`config.mk`:
```
export PLATFORM = sky130hd
export DESIGN_NAME = tmnt_layer_mixer
export DESIGN_NICKNAME = d
export VERILOG_FILES = /design/src/rtl/tmnt_layer_mixer.sv
export SDC_FILE = /design/constraint.sdc
export NUM_CORES = 1
export LEC_CHECK = 0
export ABC_AREA = 1
export BUFFER_PORTS_ARGS = -buffer_cell sky130_fd_sc_hd__buf_4
export CAP_MARGIN = 10
export CORE_UTILIZATION = 54
export CTS_CLUSTER_SIZE = 16
export DETAILED_ROUTE_END_ITERATION = 8
export GPL_TIMING_DRIVEN = 0
export PLACE_DENSITY = 0.75
export SYNTH_ARGS = -nofsm -noshare
export SYNTH_HDL_FRONTEND = slang
export SYNTH_SLANG_ARGS = --single-unit
```
`constraint.sdc`:
```
create_clock -name clk_sys -period 2.4 [get_ports clk_sys]
set_clock_uncertainty 0.05 [all_clocks]
set_input_delay 0.48 -clock clk_sys [delete_from_list [all_inputs] [get_ports clk_sys]]
set_output_delay 0.48 -clock clk_sys [all_outputs]
set_load 0.02 [all_outputs]
```
`src/rtl/tmnt_layer_mixer.sv`:
```
// Pixel priority mixer: merges fix, tile A/B and sprite pixels into a palette index
// with shadow and blanking flags, two pixel-enable stages deep.
module tmnt_layer_mixer #(
    parameter logic [1:0] FIX_BANK = 2'b00,
    parameter logic [1:0] A_BANK   = 2'b01,
    parameter logic [1:0] B_BANK   = 2'b10,
    parameter logic [1:0] SPR_BANK = 2'b11
) (
    input  logic       clk_sys,
    input  logic       reset,
    input  logic       ce_pix,
    input  logic [7:0] FIX_COL,
    input  logic [7:0] A_COL,
    input  logic [7:0] B_COL,
    input  logic [7:0] SPR_COL,
    input  logic       SPR_PRI,
    input  logic       SPR_SHD,
    input  logic       HBLANK,
    input  logic       VBLANK,
    input  logic       PRI_WR,
    input  logic       PRI_DIN,
    input  logic [3:0] LAYER_EN,
    output logic [9:0] CD,
    output logic       SHADOW,
    output logic       NCBLK
);

    logic       pri_q, pri_d;
    logic [7:0] fix_q, fix_d, a_q, a_d, b_q, b_d, spr_q, spr_d;
    logic [3:0] opq_q, opq_d;     // {spr, B, A, fix}
    logic [1:0] en_q, en_d;       // {B, A} enables, needed for the fallback colour
    logic       spr_pri_q, spr_pri_d, spr_shd_q, spr_shd_d;
    logic       pri1_q, pri1_d, blank1_q, blank1_d;
    logic [9:0] cd_q, cd_d;
    logic       shadow_q, shadow_d, ncblk_q, ncblk_d;

    logic       front_opq_s, back_opq_s, back_en_s;
    logic [7:0] front_col_s, back_col_s;
    logic [1:0] front_bank_s, back_bank_s;
    logic       spr_vis_s, spr_dark_s;

    // Priority register: CPU-written, independent of the pixel enable
    always_comb begin
        pri_d = pri_q;
        if (PRI_WR) begin
            pri_d = PRI_DIN;
        end else begin
            pri_d = pri_q;
        end
    end

    // Stage 1 capture: colours, opacity and blanking
    always_comb begin
        fix_d     = fix_q;
        a_d       = a_q;
        b_d       = b_q;
        spr_d     = spr_q;
        opq_d     = opq_q;
        en_d      = en_q;
        spr_pri_d = spr_pri_q;
        spr_shd_d = spr_shd_q;
        pri1_d    = pri1_q;
        blank1_d  = blank1_q;
        if (ce_pix) begin
            fix_d     = FIX_COL;
            a_d       = A_COL;
            b_d       = B_COL;
            spr_d     = SPR_COL;
            opq_d     = {(SPR_COL[3:0] != 4'h0) & LAYER_EN[3],
                         (B_COL[3:0]   != 4'h0) & LAYER_EN[2],
                         (A_COL[3:0]   != 4'h0) & LAYER_EN[1],
                         (FIX_COL[3:0] != 4'h0) & LAYER_EN[0]};
            en_d      = LAYER_EN[2:1];
            spr_pri_d = SPR_PRI;
            spr_shd_d = SPR_SHD;
            pri1_d    = pri_q;
            blank1_d  = HBLANK | VBLANK;
        end else begin
            fix_d = fix_q;
        end
    end

    // Front/back selection from the captured priority bit
    always_comb begin
        front_opq_s  = opq_q[1];
        front_col_s  = a_q;
        front_bank_s = A_BANK;
        back_opq_s   = opq_q[2];
        back_col_s   = b_q;
        back_bank_s  = B_BANK;
        back_en_s    = en_q[1];
        if (pri1_q) begin
            front_opq_s  = opq_q[2];
            front_col_s  = b_q;
            front_bank_s = B_BANK;
            back_opq_s   = opq_q[1];
            back_col_s   = a_q;
            back_bank_s  = A_BANK;
            back_en_s    = en_q[0];
        end else begin
            front_opq_s  = opq_q[1];
        end
        spr_vis_s  = opq_q[3] & ~spr_shd_q;
        spr_dark_s = opq_q[3] & spr_shd_q;
    end

    // Stage 2: winner resolution; a shadow sprite only marks, never occludes
    always_comb begin
        cd_d     = cd_q;
        shadow_d = shadow_q;
        ncblk_d  = ncblk_q;
        if (ce_pix) begin
            if (blank1_q) begin
                cd_d     = 10'h000;
                shadow_d = 1'b1;
                ncblk_d  = 1'b0;
            end else begin
                ncblk_d  = 1'b1;
                shadow_d = ~(spr_dark_s & ~opq_q[0] & (spr_pri_q | ~front_opq_s));
                if (opq_q[0]) begin
                    cd_d = {FIX_BANK, fix_q};
                end else if (spr_vis_s & spr_pri_q) begin
                    cd_d = {SPR_BANK, spr_q};
                end else if (front_opq_s) begin
                    cd_d = {front_bank_s, front_col_s};
                end else if (spr_vis_s) begin
                    cd_d = {SPR_BANK, spr_q};
                end else if (back_opq_s) begin
                    cd_d = {back_bank_s, back_col_s};
                end else if (back_en_s) begin
                    cd_d = {back_bank_s, back_col_s[7:4], 4'h0};
                end else begin
                    cd_d = 10'h000;
                end
            end
        end else begin
            cd_d = cd_q;
        end
    end

    // State registers
    always_ff @(posedge clk_sys or posedge reset) begin
        if (reset) begin
            pri_q     <= 1'b0;
            fix_q     <= 8'h00;
            a_q       <= 8'h00;
            b_q       <= 8'h00;
            spr_q     <= 8'h00;
            opq_q     <= 4'h0;
            en_q      <= 2'b00;
            spr_pri_q <= 1'b0;
            spr_shd_q <= 1'b0;
            pri1_q    <= 1'b0;
            blank1_q  <= 1'b0;
            cd_q      <= 10'h000;
            shadow_q  <= 1'b1;
            ncblk_q   <= 1'b0;
        end else begin
            pri_q     <= pri_d;
            fix_q     <= fix_d;
            a_q       <= a_d;
            b_q       <= b_d;
            spr_q     <= spr_d;
            opq_q     <= opq_d;
            en_q      <= en_d;
            spr_pri_q <= spr_pri_d;
            spr_shd_q <= spr_shd_d;
            pri1_q    <= pri1_d;
            blank1_q  <= blank1_d;
            cd_q      <= cd_d;
            shadow_q  <= shadow_d;
            ncblk_q   <= ncblk_d;
        end
    end

    assign CD     = cd_q;
    assign SHADOW = shadow_q;
    assign NCBLK  = ncblk_q;

endmodule

```
* Word-level counts from Yosys, hierarchy flattened *
Index checks and enable logic that the tools add are counted.

word-level totals
  bits in registers = 55
  input port bits = 45
  output and inout port bits = 12
  logic and storage cells = 49

operators by class
  muxes and demuxes = 16
  bitwise gates (word level) = 15
  reductions and logical operators = 4

operator list
  operator            number
  $mux W10            7
  $mux W8             2
  $reduce_bool A4 Y1  4
  $and A1 B1 Y1       9
  $mux W1             5
  $mux W2             2
  $not A1 Y1          4
  $or A1 B1 Y1        2

* Longest topological paths before layout *
Gate-level depths: netlist of the first run.

  depth after elaboration = 8
  mapped depth = 12
  gate-level depth less buffers = 10

* Worst setup path after synthesis of the first run *
Ideal clock, no wire load.

  kind = register to register
  start = register spr_shd_q
  end = register cd_q[4], in the netlist CD[4]
  arrival = 1.089 ns
  setup slack = 1.145 ns
  cell stages (with the launch flop) = 10
  clock period less this slack = 1.255 ns
  path through = dfrtp_1 > nor2_4 > clkbuf_4 > nor2_1 > nand2_1 > nand2_1 > nand2_1 > nand2_1 > nand2_1 > nand2_1

between the ends
  cells in the longest elaborated chain, start to end = 7
  elaborated cells between the ends (all ways) = 8
  those cells by class = 5 x mux; 3 x bitwise

RTL lines
  item                    line  source
  start, declared         32    logic spr_pri_q, spr_pri_d, spr_shd_q, spr_shd_d;
  start signal, assigned  167   spr_shd_q <= spr_shd_d;
  $not A1 Y1 *            103   spr_vis_s = opq_q[3] & ~spr_shd_q;
  $and A1 B1 Y1 *         103
  $mux W10                126   end else if (spr_vis_s) begin
  $mux W10                124   end else if (front_opq_s) begin
  $mux W10 *              122   end else if (spr_vis_s & spr_pri_q) begin
  $mux W10 *              120   if (opq_q[0]) begin
  $mux W10 *              113   if (blank1_q) begin
  end signal, assigned    155   cd_q <= 10'h000;
  end signal, assigned    170   cd_q <= cd_d;
  end, declared           34    logic [9:0] cd_q, cd_d;

Mark *: on every way between the ends. The rest lies on a longest branch, timed or not.
A chain may end at the register's enable or synchronous reset.

* Worst setup path after layout of the first run *
  start = register shadow_q, in the netlist SHADOW
  end = output SHADOW

RTL lines
  item                    line  source
  start, declared         35    logic shadow_q, shadow_d, ncblk_q, ncblk_d;
  start signal, assigned  171   shadow_q <= shadow_d;
  end, declared           24    output logic SHADOW,

No word-level cell between the ends.

==> key figures, run 1 <==
STA
  • Rel. slew slack: 0.652
  • RSZ-0062 raised after global routing: false
  • Tmin final: 1.52 ns
  • Fin. Hold Viols: 0
  • Final setup fails: 0
  • Period Utilization, post-route: 0.633
  • F_max: 658 MHz
  • Worst hold margin: 0.132 ns
  • Actual slew at the worst max-slew pin: 0.522 ns
  • Fin. max-slew vios: 0

Layout
  • Nets: 480
  • Share of cells above drive strength 1: 0.209
  • Area delta synth->final: 21.8%
  • Antenna Cells: 0
  • Non-Filler Instances: 503

Routing
  • Initial DRC Count: 172
  • Via Count: 2490
  • DRC Markers: 0
  • Routed len/inst: 12.8 µm
  • Routed WL: 6.45 mm
  • Drt via density: 4.95
  • Post-route ant nets: 0
  • DR pass1 iterations: 4

Worst hold path
  • HP Class: in2async

Critical path
  • Crit path DAT: 0.99 ns
  • CP Max Fanout: 2
  • Crit start category: flop
  • CP max stage delay: 0.55 ns
  • R2R depth: 9
  • Slowest cell on the critical path: dfstp_2
  • Critical-path cell list: buf_4
  • CP Depth: 1
  • Req. time, crit path: 1.87 ns
  • CP delay by family, top: flip-flops
  • CP Class: reg2out
  • Worst path bufs/invs: 1
  • Critical path endpoint category: output port

Die
  • Initial core utilization: 0.575
  • Height of the die: 73.9 µm
  • Die outline area: 5450 µm²
  • Boundary Pins: 57
  • Num rows: 25
  • Core box area: 4850 µm²
  • Die width: 73.9 µm

Placement
  • Routability congestion estimate: 0.866
  • # port buffers: 55
  • DPL Wire Length: 4.93 mm
  • Placed Cells: 495

GRT
  • Vias in the first global route: 2337
  • First-pass GRT wire length: 10.5 mm
  • Largest net degree at the start of global routing: 36
  • Initial antenna violation count: 0
  • Total Routing Usage GR: 0.259
  • Grt ovf: 0

Clock network
  • Setup bufs post-CTS: 0
  • Inserted Clock Buffers: 5
  • Worst-path clk slew: 0.09 ns
  • Clk sinks: 55
  • Worst-Skew Late Latency: 0.31 ns
  • CTS tree: done
  • CTS Buffer Depth: 2
  • Root Driver: clkbuf_8
  • H-Tree Depth: 2
  • Cts hold-fix bufs: 0
  • PostCTS Resize Cnt: 0

Power and ir drop
  • Power per cell area: 631 nW/µm²
  • Leakage: 1.84 nW
  • Peak VDD IR: 390 µV

Flow run
  • Max Cap Viol: 0

Yosys
  • Yosys reg bits: 55
  • Count of cell types in the netlist: 25
  • Mapped cell area: 2790 µm²
  • Post-synth net total: 417
  • Gate count of the mapped netlist: 372
  • Sequential area share after synthesis: 0.494
  • Ys Warns: 0
  • Mean Syn Cell Area: 7.49 µm²

Outcome
  • Status: finished, final reports clean
-- cell type report --
type | count | area, µm²
flip-flops and latches | 55 | 1380
fillers | 430 | 1450
clock buffers | 7 | 86.3
multi-input cells | 261 | 1150
inverters | 39 | 149
clock inverters | 1 | 5.00
plain buffers | 17 | 108
repair buffers | 56 | 433
well taps | 67 | 83.8
-- path summary, 6_finish.rpt --
path,from,endpoint,slack [ns]
min,reset,CD[2]$_DFFE_PP0P_,0.13
min in group clk_sys,SPR_SHD,spr_shd_q$_DFFE_PP0P_,0.31
max in group asynchronous,reset,SHADOW$_DFFE_PP1P_,1.56
max reg2reg,spr_shd_q$_DFFE_PP0P_,CD[4]$_DFFE_PP0P_,0.94
max,SHADOW$_DFFE_PP1P_,SHADOW,0.88
min reg2reg,fix_q[2]$_DFFE_PP0P_,fix_q[2]$_DFFE_PP0P_,0.43
-- synth_stat cells, drive strengths merged --
| cell type | n | area (µm²) |
|---|---|---|
| a21oi | 11 | 73.8 |
| a41oi | 1 | 8.76 |
| buf | 10 | 77.6 |
| clkbuf | 7 | 30.0 |
| dfrtp | 54 | 1350 |
| dfstp | 1 | 26.3 |
| inv | 39 | 149 |
| mux2 | 1 | 11.3 |
| nand2 | 162 | 631 |
| nand3 | 10 | 50.1 |
| nor2 | 22 | 90.1 |
| nor4 | 4 | 25.0 |
| o21ai | 48 | 252 |
| o22ai | 2 | 12.5 |
-- cells in the final DEF (no fill, tap or decap) --
cell      count
nor2_1       21
buf_6         4
inv_4         1
buf_12        1
clkinv_2      1
inv_1        36
nor2_4        1
buf_4        56
o22ai_1       2
clkbuf_8      6
nand2_2       3
a41oi_1       1
dfstp_2       1
nand2_1     157
dfrtp_1      54
clkbuf_1      7
inv_2         2
mux2_2        1
nand2_4       2
o21ai_1       2
buf_2         5
nand3_1      10
o21ai_4       1
o21ai_0      45
a21oi_2       5
a21oi_1       6
nor4_1        4
clkbuf_4      1
-- logic make-up after synthesis --
logic type | Yosys count | synth area share
AND/OR/NAND/NOR | 198 | 0.285
AO/OA/AOI/OAI | 62 | 0.124
buffers and inverters | 56 | 0.0920
flip-flops | 55 | 0.494
multiplexers | 1 | 0.00404
-- flip-flops by register name, summed over array words and instances, names as in the netlist, 2 cells and up --
register	flops
spr_q	8
b_q	8
opq_q	4
CD	10
fix_q	8
en_q	2
a_q	8
-- metal layers --
metal  up-vias  GRT usage  wire length, µm
met5         -          0                0
met2        76      0.430             3140
met3        12     0.0466              363
met4         0     0.0812              110
met1      1123      0.345             2830
li1       1279          -                -
-- per-stage QoR --
step / power, mW / area [µm²] / util / worst slack (ns) / setup TNS [ns]
4_1_cts: 2.17 / 3400 / 0.700 / 0.875 / 0
3_5_place_dp: 1.64 / 3300 / 0.682 / 0.798 / 0
2_1_floorplan: 1.44 / 2790 / - / 0.529 / 0
3_3_place_gp: 1.62 / 3280 / 0.677 / -0.180 / -9.62
5_1_grt: 2.27 / 3400 / 0.700 / 0.849 / 0
6_report: 2.14 / 3400 / 0.700 / 0.881 / 0
-- report_power, final --
part           total [mW]  switching (mW)  internal, mW
registers            1.08          0.0575          1.02
logic               0.545           0.323         0.222
clock network       0.524           0.290         0.234
Note: power is estimated with default switching activity, not from simulation.
==> run 2, diff against run 1 <==
- ABC_AREA: 1 -> 0
- CORE_UTILIZATION: 54 -> 49
- PLACE_DENSITY: 0.75 -> 0.72
- clock period: 2.4 -> 1.3 ns (I/O delays scaled with it)
==> key figures, run 2 <==
Layout
  • Most frequent cells in the layout: 78 x buf_4, 49 x dfrtp_1, 42 x mux2_2, 9 x a21oi_1, 8 x buf_6
  • Commonest non-fill, non-tap cell in the layout: buf_4
  • Post-layout instance area: 3660 µm²
  • Antenna Cells: 0
  • Share of cells above drive strength 1: 0.609
  • Finished Core Util: 0.716
  • Max FFs per register: 10
  • Area delta synth->final: 40.1%
  • Nets: 346

Routing
  • DR pass1 iterations: 4
  • Via Count: 2222
  • Routed len/inst: 19.8 µm
  • DRC Markers: 0
  • Routed WL: 7.36 mm
  • Post-route ant nets: 0
  • Initial DRC Count: 216
  • Drt via density: 5.97

Clock network
  • H-Tree Depth: 2
  • Clk sinks: 55
  • Worst-Skew Late Latency: 0.31 ns
  • CTS Buffer Depth: 2
  • Root Driver: clkbuf_8
  • Inserted Clock Buffers: 5
  • Worst-path clk slew: 0.10 ns
  • CTS tree: done

GRT
  • Grt ovf: 0
  • Vias in the first global route: 2106
  • Initial antenna violation count: 0
  • First-pass GRT wire length: 10.5 mm
  • Total Routing Usage GR: 0.257
  • Largest net degree at the start of global routing: 56

Yosys
  • Ys Warns: 0
  • Top post-synthesis cells by area: dfrtp_1 52%, mux2_2 19%, o21ai_0 2.5%
  • Area share of the largest cell type after synthesis: 0.517
  • Count of cell types in the netlist: 39
  • Async SR Flop Fraction: 1.00
  • Synth top cells by count: 54 x dfrtp_1, 43 x mux2_2, 13 x o21ai_0
  • Sequential area share after synthesis: 0.528
  • Ys flop type: dfrtp_1
  • Post-synth net total: 257
  • EDFF count, synth: 0
  • Mapped cell area: 2610 µm²
  • Gate count of the mapped netlist: 212
  • Mean Syn Cell Area: 12.3 µm²
  • Most frequent cell after synthesis: dfrtp_1
  • Yosys top cell by area: dfrtp_1
  • Yosys reg bits: 55

STA
  • Fin. Hold Viols: 0
  • F_max: 659 MHz
  • Rel. slew slack: 0.740
  • RSZ-0062 raised after global routing: true
  • Worst hold margin: 0.118 ns
  • Tmin final: 1.52 ns
  • Final setup fails: 9
  • Actual slew at the worst max-slew pin: 0.386 ns
  • Final WS setup: -0.217 ns
  • Fin. max-slew vios: 0
  • Period Utilization, post-route: 1.17

Worst hold path
  • HP Class: in2reg

Critical path
  • Critical path endpoint category: flop
  • Req. time, crit path: 1.44 ns
  • Crit start category: flop
  • Crit path DAT: 1.66 ns
  • CP Class: reg2reg
  • CP Max Fanout: 5

Die
  • Die width: 75 µm
  • Die outline area: 5630 µm²
  • Height of the die: 75 µm
  • Boundary Pins: 57
  • Core box area: 5110 µm²
  • Num rows: 26
  • Initial core utilization: 0.511

Outcome
  • Status: complete, but fails checks
  • Violated checks: negative setup slack

Power and ir drop
  • Peak VDD IR: 731 µV
  • Power per cell area: 1190 nW/µm²
  • Leakage: 1.61 nW
  • Total Power: 4.37 mW

Flow run
  • Max Cap Viol: 0

Placement
  • Placed instance area: 3140 µm²
  • # port buffers: 56
  • Routability congestion estimate: 0.860
  • DPL Wire Length: 4.36 mm
run 2: changes by cell type after synthesis, moves of 5 or more:
cell / before / now
nor3_1: 0 / 8
clkbuf_1: 6 / 1
mux2_2: 1 / 43
o41ai_1: 0 / 7
inv_1: 37 / 2
nor2_1: 21 / 4
nand3_1: 10 / 2
nand2_1: 157 / 8
o21ai_0: 45 / 13
run 2: final timing paths:
| check | startpoint | to | slack, ns | cells after the start |
|---|---|---|---|---|
| setup / recovery | pri1_q$_DFFE_PP0P_ | CD[6]$_DFFE_PP0P_ | -0.22 | 5 |
| hold / removal | FIX_COL[6] | fix_q[6]$_DFFE_PP0P_ | 0.12 | 2 |
| setup reg to reg | pri1_q$_DFFE_PP0P_ | CD[6]$_DFFE_PP0P_ | -0.22 | 5 |
| hold reg to reg | NCBLK$_DFFE_PP0P_ | NCBLK$_DFFE_PP0P_ | 0.46 | 1 |
| max in group asynchronous | reset | SHADOW$_DFFE_PP1P_ | 0.23 | 4 |
| min in group asynchronous | reset | spr_q[4]$_DFFE_PP0P_ | 0.41 | 3 |
run 2: stage by stage:
stage	setup TNS, ns	worst slack (ns)	instances
after floorplan	-0.353	-0.0697	212
after global placement	-3.50	-0.216	338
after detailed placement	-4.73	-0.291	338
after CTS	-1.31	-0.222	361
after global routing	-2.14	-0.333	372
final	-1.66	-0.217	372
run 2: power breakdown:
| group | internal [mW] | total (mW) | switching (mW) |
|---|---|---|---|
| clock network | 0.578 | 1.15 | 0.573 |
| registers | 1.89 | 2.05 | 0.161 |
| logic | 0.633 | 1.17 | 0.536 |
| total | 3.10 | 4.37 | 1.27 |
run 2: kinds of logic after synthesis:
| kind of cell | Yosys count | synth area share |
|---|---|---|
| flip-flops | 55 | 0.528 |
| buffers and inverters | 16 | 0.0383 |
| AO/OA/AOI/OAI | 66 | 0.181 |
| AND/OR/NAND/NOR | 32 | 0.0676 |
| multiplexers | 43 | 0.185 |
run 2: layout make-up:
class | instances | area, µm²
Buffer | 12 | 104
Clock buffer | 7 | 76.3
Clock inverter | 1 | 30.0
Fill cell | 374 | 1450
Inverter | 3 | 15.0
Multi-Input combinational cell | 141 | 1290
Sequential cell | 55 | 1380
Tap cell | 70 | 87.6
Timing Repair Buffer | 83 | 674
run 2: metal layers:
layer	wire length, µm	track usage	up-vias
met5	0	0	-
met4	171	0.0922	0
met3	410	0.0335	25
met2	3590	0.407	108
met1	3190	0.363	1096
li1	-	-	993
run 2: critical path, cell delays in order (launching register included):
cell,delay (ns)
dfrtp_2,0.47
nor3_2,0.29
a211oi_4,0.06
buf_4,0.16
a221oi_2,0.27
o41ai_2,0.10
run 2: repair_timing:
action / 4_1_cts / 5_1_grt
setup buffers: 13 / 10
resized for setup: 34 / 18
gates cloned: 2 / 0
hold buffers: 0 / 1
setup endpoints to repair: 10 / 14
pin swaps: 8 / 7
hold endpoints to repair: 0 / 12
